**config.mk**
```make
export PLATFORM = sky130hd
export DESIGN_NAME = sbus_uart_tx_flat
export DESIGN_NICKNAME = d
export VERILOG_FILES = /design/src/rtl/sbus_uart_tx_if.sv /design/src/rtl/sbus_uart_tx.sv /design/src/flat_wrapper.sv
export SDC_FILE = /design/constraint.sdc
export NUM_CORES = 1
export LEC_CHECK = 0
export CAP_MARGIN = 20
export CORE_ASPECT_RATIO = 1.25
export CORE_MARGIN = 2
export CORE_UTILIZATION = 48
export DETAILED_ROUTE_END_ITERATION = 16
export GPL_ROUTABILITY_DRIVEN = 0
export PLACE_DENSITY = 0.76
export SYNTH_ARGS = -nofsm -noshare
export SYNTH_HDL_FRONTEND = slang
export SYNTH_SLANG_ARGS = --single-unit
export TNS_END_PERCENT = 100
```
**constraint.sdc**
```tcl
create_clock -name clk -period 3.29 [get_ports clk]
set_input_delay 0.658 -clock clk [delete_from_list [all_inputs] [get_ports clk]]
set_output_delay 0.658 -clock clk [all_outputs]
set_load 0.01 [all_outputs]
```
**src/rtl/sbus_uart_tx_if.sv**
```systemverilog
// -----------------------------------------------------------------------------
// sbus_uart_tx_if
// Byte handshake and serial-line bundle for the S.BUS UART transmitter.
//   uart_tx_en    : transmit enable (gates acceptance of new bytes only)
//   uart_tx_data  : byte to send
//   uart_tx_valid : uart_tx_data is valid
//   uart_tx_ready : transmitter can accept a byte this cycle
//   uart_tx_busy  : frame in progress
//   uart_txd      : serial line
// Modports: master = byte source, slave = transmitter.
// -----------------------------------------------------------------------------
interface sbus_uart_tx_if;
  logic       uart_tx_en;
  logic [7:0] uart_tx_data;
  logic       uart_tx_valid;
  logic       uart_tx_ready;
  logic       uart_tx_busy;
  logic       uart_txd;

  modport master (
    output uart_tx_en,
    output uart_tx_data,
    output uart_tx_valid,
    input  uart_tx_ready,
    input  uart_tx_busy,
    input  uart_txd
  );

  modport slave (
    input  uart_tx_en,
    input  uart_tx_data,
    input  uart_tx_valid,
    output uart_tx_ready,
    output uart_tx_busy,
    output uart_txd
  );
endinterface

```
**src/rtl/sbus_uart_tx.sv**
```systemverilog
// -----------------------------------------------------------------------------
// sbus_uart_tx
// UART transmitter for the S.BUS link, 8E2 framing: start bit, 8 data bits
// LSB first, even parity, two stop bits. One byte is accepted per
// valid/ready handshake and serialised at BIT_RATE.
//
// Ports:
//   clk    : system clock
//   resetn : synchronous, active-low reset
//   tx_if  : sbus_uart_tx_if.slave (enable, data, valid, ready, busy, txd)
//
// Build option: define SBUS_TX_INVERT_EN to drive the native inverted S.BUS
// line level (idle low). Timing and handshake are unchanged.
// -----------------------------------------------------------------------------
module sbus_uart_tx #(
  parameter int BIT_RATE = 100_000,
  parameter int CLK_HZ   = 50_000_000
) (
  input  logic           clk,
  input  logic           resetn,
  sbus_uart_tx_if.slave  tx_if
);

  localparam int CYCLES_PER_BIT = CLK_HZ / BIT_RATE;
  localparam int FRAME_BITS     = 12;
  localparam int CNT_W          = (CYCLES_PER_BIT > 1) ? $clog2(CYCLES_PER_BIT) : 1;
  localparam logic [CNT_W-1:0] CNT_LAST = CNT_W'(CYCLES_PER_BIT - 1);

`ifdef SBUS_TX_INVERT_EN
  localparam logic TXD_INV = 1'b1;
`else
  localparam logic TXD_INV = 1'b0;
`endif

  typedef enum logic [2:0] {
    IDLE   = 3'd0,
    START  = 3'd1,
    DATA   = 3'd2,
    PARITY = 3'd3,
    STOP   = 3'd4
  } state_t;

  // Even parity: data plus parity bit carries an even number of ones.
  function automatic logic even_parity(input logic [7:0] d);
    return ^d;
  endfunction

  // Map a frame (mark = 1) level onto the physical line level.
  function automatic logic line_level(input logic frame_lvl);
    return frame_lvl ^ TXD_INV;
  endfunction

  state_t           state_r;
  logic [CNT_W-1:0] cnt_r;
  logic [2:0]       bit_r;
  logic             stop_r;
  logic [7:0]       shift_r;
  logic             parity_r;
  logic             txd_r;
  logic             busy_r;

  logic ready_s;
  logic transfer_s;
  logic last_s;

  assign ready_s    = (state_r == IDLE) && tx_if.uart_tx_en;
  assign transfer_s = ready_s && tx_if.uart_tx_valid;
  // Terminal count of the per-bit cycle counter.
  assign last_s     = (cnt_r == CNT_LAST);

  assign tx_if.uart_tx_ready = ready_s;
  assign tx_if.uart_tx_busy  = busy_r;
  assign tx_if.uart_txd      = txd_r;

  // Frame FSM: each non-idle state holds for CYCLES_PER_BIT cycles; the line
  // level is registered together with the state transition.
  always_ff @(posedge clk) begin
    if (!resetn) begin
      state_r  <= IDLE;
      cnt_r    <= '0;
      bit_r    <= 3'd0;
      stop_r   <= 1'b0;
      shift_r  <= 8'h00;
      parity_r <= 1'b0;
      txd_r    <= line_level(1'b1);
      busy_r   <= 1'b0;
    end else begin
      case (state_r)
        IDLE: begin
          if (transfer_s) begin
            shift_r  <= tx_if.uart_tx_data;
            parity_r <= even_parity(tx_if.uart_tx_data);
            cnt_r    <= '0;
            bit_r    <= 3'd0;
            stop_r   <= 1'b0;
            txd_r    <= line_level(1'b0);
            busy_r   <= 1'b1;
            state_r  <= START;
          end else begin
            txd_r    <= line_level(1'b1);
          end
        end
        START: begin
          if (last_s) begin
            cnt_r   <= '0;
            txd_r   <= line_level(shift_r[0]);
            state_r <= DATA;
          end else begin
            cnt_r   <= cnt_r + CNT_W'(1);
          end
        end
        DATA: begin
          if (last_s) begin
            cnt_r <= '0;
            if (bit_r == 3'd7) begin
              txd_r   <= line_level(parity_r);
              state_r <= PARITY;
            end else begin
              // Next data bit is shift_r[1]; present it as we shift.
              shift_r <= {1'b0, shift_r[7:1]};
              txd_r   <= line_level(shift_r[1]);
              bit_r   <= bit_r + 3'd1;
            end
          end else begin
            cnt_r <= cnt_r + CNT_W'(1);
          end
        end
        PARITY: begin
          if (last_s) begin
            cnt_r   <= '0;
            txd_r   <= line_level(1'b1);
            state_r <= STOP;
          end else begin
            cnt_r   <= cnt_r + CNT_W'(1);
          end
        end
        STOP: begin
          if (last_s) begin
            cnt_r <= '0;
            if (stop_r) begin
              stop_r  <= 1'b0;
              busy_r  <= 1'b0;
              state_r <= IDLE;
            end else begin
              stop_r  <= 1'b1;
            end
          end else begin
            cnt_r <= cnt_r + CNT_W'(1);
          end
        end
        default: begin
          state_r <= IDLE;
          cnt_r   <= '0;
          bit_r   <= 3'd0;
          stop_r  <= 1'b0;
          txd_r   <= line_level(1'b1);
          busy_r  <= 1'b0;
        end
      endcase
    end
  end

endmodule

```
**src/flat_wrapper.sv**
```systemverilog
// flat-port wrapper written by rule: the top's interface ports become plain ports
module sbus_uart_tx_flat 
#(
  parameter int BIT_RATE = 100_000,
  parameter int CLK_HZ   = 50_000_000
)
  (clk, resetn, tx_if_uart_tx_en, tx_if_uart_tx_data, tx_if_uart_tx_valid, tx_if_uart_tx_ready, tx_if_uart_tx_busy, tx_if_uart_txd);
  sbus_uart_tx_if tx_if_i ();
  input  logic clk;
  input  logic resetn;
  input wire logic [$bits(tx_if_i.uart_tx_en)-1:0] tx_if_uart_tx_en;
  input wire logic [$bits(tx_if_i.uart_tx_data)-1:0] tx_if_uart_tx_data;
  input wire logic [$bits(tx_if_i.uart_tx_valid)-1:0] tx_if_uart_tx_valid;
  output wire logic [$bits(tx_if_i.uart_tx_ready)-1:0] tx_if_uart_tx_ready;
  output wire logic [$bits(tx_if_i.uart_tx_busy)-1:0] tx_if_uart_tx_busy;
  output wire logic [$bits(tx_if_i.uart_txd)-1:0] tx_if_uart_txd;
  assign tx_if_i.uart_tx_en = tx_if_uart_tx_en;
  assign tx_if_i.uart_tx_data = tx_if_uart_tx_data;
  assign tx_if_i.uart_tx_valid = tx_if_uart_tx_valid;
  assign tx_if_uart_tx_ready = tx_if_i.uart_tx_ready;
  assign tx_if_uart_tx_busy = tx_if_i.uart_tx_busy;
  assign tx_if_uart_txd = tx_if_i.uart_txd;
  sbus_uart_tx #(.BIT_RATE(BIT_RATE), .CLK_HZ(CLK_HZ)) u_core (.clk(clk), .resetn(resetn), .tx_if(tx_if_i));
endmodule
```
==> impl_metrics.env <==
export IMPL_cp_max_fo=6
export IMPL_min_path_cells=2
export IMPL_crit_type="in2out"
export IMPL_synth_area_leaders="dfxtp_1 34%, xnor2_1 6.7%, mux2i_1 6.4%"
export IMPL_dp_hpwl_um=2290
export IMPL_clock_path_buffers=2
export IMPL_p_leak_nw=0.573
export IMPL_coreArea_um2=3170
export IMPL_grt_max_degree=18
export IMPL_ant_nets=0
export IMPL_clock_latency_ns=0.27
export IMPL_worstSetupStartpointType="input port"
export IMPL_fmax_ghz=0.354
export IMPL_die_h_um=68.0
export IMPL_crit_path_cell_trace="clkdlybuf4s50_1, nor4b_4, clkdlybuf4s50_1"
export IMPL_setup_viol=0
export IMPL_synth_cells=161
export IMPL_numClockSinks=27
export IMPL_yosysUniqueCellTypes=44
export IMPL_cp_arrival_ns=2.17
export IMPL_syn_area_um2=1570
export IMPL_fin_nets=187
export IMPL_fin_hold_ws_ns=0.476
export IMPL_tns_ns=0
export IMPL_cp_num_buf_inv=2
export IMPL_drt_first_iter_violations=52
export IMPL_track_usage_pct=17.8
export IMPL_slowest_stage="clkdlybuf4s50_1"
export IMPL_worst_pin_slew_ns=0.727
export IMPL_crit_family="buffers and inverters"
export IMPL_maxSlewHeadroom_pct=51.4
export IMPL_via_per_inst=5.88
export IMPL_holdBufCountCts=0
export IMPL_hp_class="reg2reg"
export IMPL_finalHoldViolations=0
export IMPL_r2r_cells=3
export IMPL_power_density_nw_per_um2=371
export IMPL_yosys_warnings=0
export IMPL_async_flop_share_pct=0
export IMPL_fin_crit_ns=2.83
export IMPL_cts_root_buf="clkbuf_8"
export IMPL_peakVddDrop_v=0.000252
export IMPL_rsz0062_at_grt="no"
export IMPL_grt_overflow=0
export IMPL_reg2reg_slack_ns=1.36
export IMPL_cp_required_ns=2.63
export IMPL_cts_clk_slew_worst_paths_ns=0.09
export IMPL_syn_to_final_growth_pct=11.0
export IMPL_cts_setup_buffers=0
export IMPL_hold_start="u_core.bit_r[2]$_SDFFE_PN0P_"
export IMPL_dieArea_um2=3760
export IMPL_drv_cap=0
export IMPL_r2r_start="u_core.state_r[1]$_SDFFE_PN0P_"
export IMPL_fin_skew_ns=0.00425
export IMPL_ys_seq_area_share_pct=34.3
export IMPL_cts_tree="yes"
export IMPL_drive_gt1_share_pct=14.0
export IMPL_wl_per_cell_um=15.1
export IMPL_die_x_um=55.2
export IMPL_slew_viol_final=0
export IMPL_io_pins=15
export IMPL_num_vias=1223
export IMPL_wl_um=3150
export IMPL_status="finished, final reports clean"
export IMPL_dr_pass1_iters=4
export IMPL_cts_buffers=3
export IMPL_numPortBuffers=14
export IMPL_grt_pass1_wl_um=5260
export IMPL_antennaDiodeCount=0
export IMPL_start_util_pct=49.7
export IMPL_period_share_pct=85.9
export IMPL_rows=23
export IMPL_cts_resized=0
export IMPL_grt_pass1_vias=1198
export IMPL_synth_top_area_cell="dfxtp_1"
export IMPL_cpMostUsedCell="clkdlybuf4s50_1"
export IMPL_antenna_found_initial=0
export IMPL_syn_area_per_cell_um2=9.78
export IMPL_synth_fp_nets=176
export IMPL_htreeDepth=1
export IMPL_synth_edf_count=0
export IMPL_max_stage_delay_ns=0.60
export IMPL_hold_end="u_core.bit_r[2]$_SDFFE_PN0P_"
export IMPL_synth_seq_cells=27
export IMPL_synth_top_area_share_pct=34.3
export IMPL_endpoint_kind="output pin"
export IMPL_r2r_end="u_core.shift_r[3]$_SDFFE_PN0P_"
export IMPL_ys_flop_type="dfxtp_1"
export IMPL_drc=0
power by group:
group,switching [W],leakage [nW],internal (W)
sequential,0.0000116,0.220,0.000340
combinational,0.0000523,0.331,0.0000560
clock,0.000102,0.0228,0.0000868
worst reg2reg max path, cell delays in order (launching register included):
cell	delay, ns
dfxtp_1	0.68
nor3b_4	0.71
mux2i_1	0.32
a211oi_2	0.10
area by class of cell:
class | count | area (um^2)
Multi-Input combinational cell | 123 | 957
Clock buffer | 4 | 45.0
Tap cell | 37 | 46.3
Sequential cell | 27 | 541
Timing Repair Buffer | 16 | 155
Fill cell | 273 | 1420
Inverter | 1 | 3.75
registers in the layout, summed over array words and instances, names as in the netlist:
signal	flops
u_core.cnt_r	9
u_core.shift_r	8
u_core.bit_r	3
u_core.state_r	3
u_core.parity_r	1
u_core.stop_r	1
u_core.tx_if.uart_tx_busy	1
u_core.tx_if.uart_txd	1
per-stage QoR:
stage | util (%) | power [W] | area, um^2 | setup slack [ns] | cells
2_1_floorplan | - | 0.000431 | 1570 | 1.53 | 161
6_report | 55.2 | 0.000648 | 1750 | 0.465 | 208
3_3_place_gp | 53.8 | 0.000461 | 1700 | 0.537 | 204
4_1_cts | 55.2 | 0.000654 | 1750 | 0.478 | 208
5_1_grt | 55.2 | 0.000678 | 1750 | 0.426 | 208
3_5_place_dp | 53.8 | 0.000467 | 1700 | 0.480 | 204
worst max path at each step:
stage | from | end | slack (ns) | cells past startpoint
final | tx_if_uart_tx_en | tx_if_uart_tx_ready | 0.46 | 3
after global placement | tx_if_uart_tx_en | tx_if_uart_tx_ready | 0.54 | 3
after CTS | tx_if_uart_tx_en | tx_if_uart_tx_ready | 0.48 | 3
after floorplan | resetn | u_core.tx_if.uart_txd$_SDFFE_PN1P_ | 1.53 | 4
after detailed placement | tx_if_uart_tx_en | tx_if_uart_tx_ready | 0.48 | 3
after global routing | tx_if_uart_tx_en | tx_if_uart_tx_ready | 0.43 | 3
cell usage after synthesis (3+ instances only):
master     n
a211oi_2   6
a21oi_1    7
buf_2      4
buf_6      4
dfxtp_1   27
ha_1       3
mux2i_1   10
nand2_1   11
nand3_1    6
nand3b_1   4
nand4_1    4
nor2_1    19
o21ai_0    4
xnor2_1   12
xor2_1     5
cells in the final DEF (no fill, tap or decap), types with 2 or more instances in the layout:
| master | Yosys | final |
|---|---|---|
| ha_1 | 3 | 3 |
| xnor2_1 | 12 | 12 |
| a211oi_1 | 2 | 2 |
| a211oi_2 | 6 | 6 |
| clkdlybuf4s50_1 | 0 | 14 |
| o21ai_0 | 4 | 4 |
| buf_4 | 0 | 2 |
| dfxtp_1 | 27 | 27 |
| nand2_1 | 11 | 11 |
| mux2i_1 | 10 | 10 |
| nand3b_1 | 4 | 4 |
| clkbuf_8 | 0 | 3 |
| and2_1 | 2 | 2 |
| nor2_1 | 19 | 19 |
| a21oi_1 | 7 | 7 |
| nand4_1 | 4 | 4 |
| xor2_1 | 5 | 5 |
| o21a_1 | 2 | 2 |
| nor3b_1 | 2 | 2 |
| nand3_1 | 6 | 6 |
| nor3_1 | 2 | 2 |
layer usage:
layer	GRT usage, %	routed length, um
met4	12.8	105
met2	31.3	1560
met5	0	0
met1	19.8	1390
met3	3.02	92
kinds of logic after synthesis:
group / Yosys count / share of synthesized area, %
buffers and inverters: 11 / 4.85
flip-flops: 27 / 34.3
multiplexers: 11 / 7.07
XOR/XNOR: 17 / 9.46
AND/OR/NAND/NOR: 61 / 23.6
AO/OA/AOI/OAI: 31 / 18.3
adder cells (fa/ha/maj): 3 / 2.38
Power figures use the tool's default switching activity.
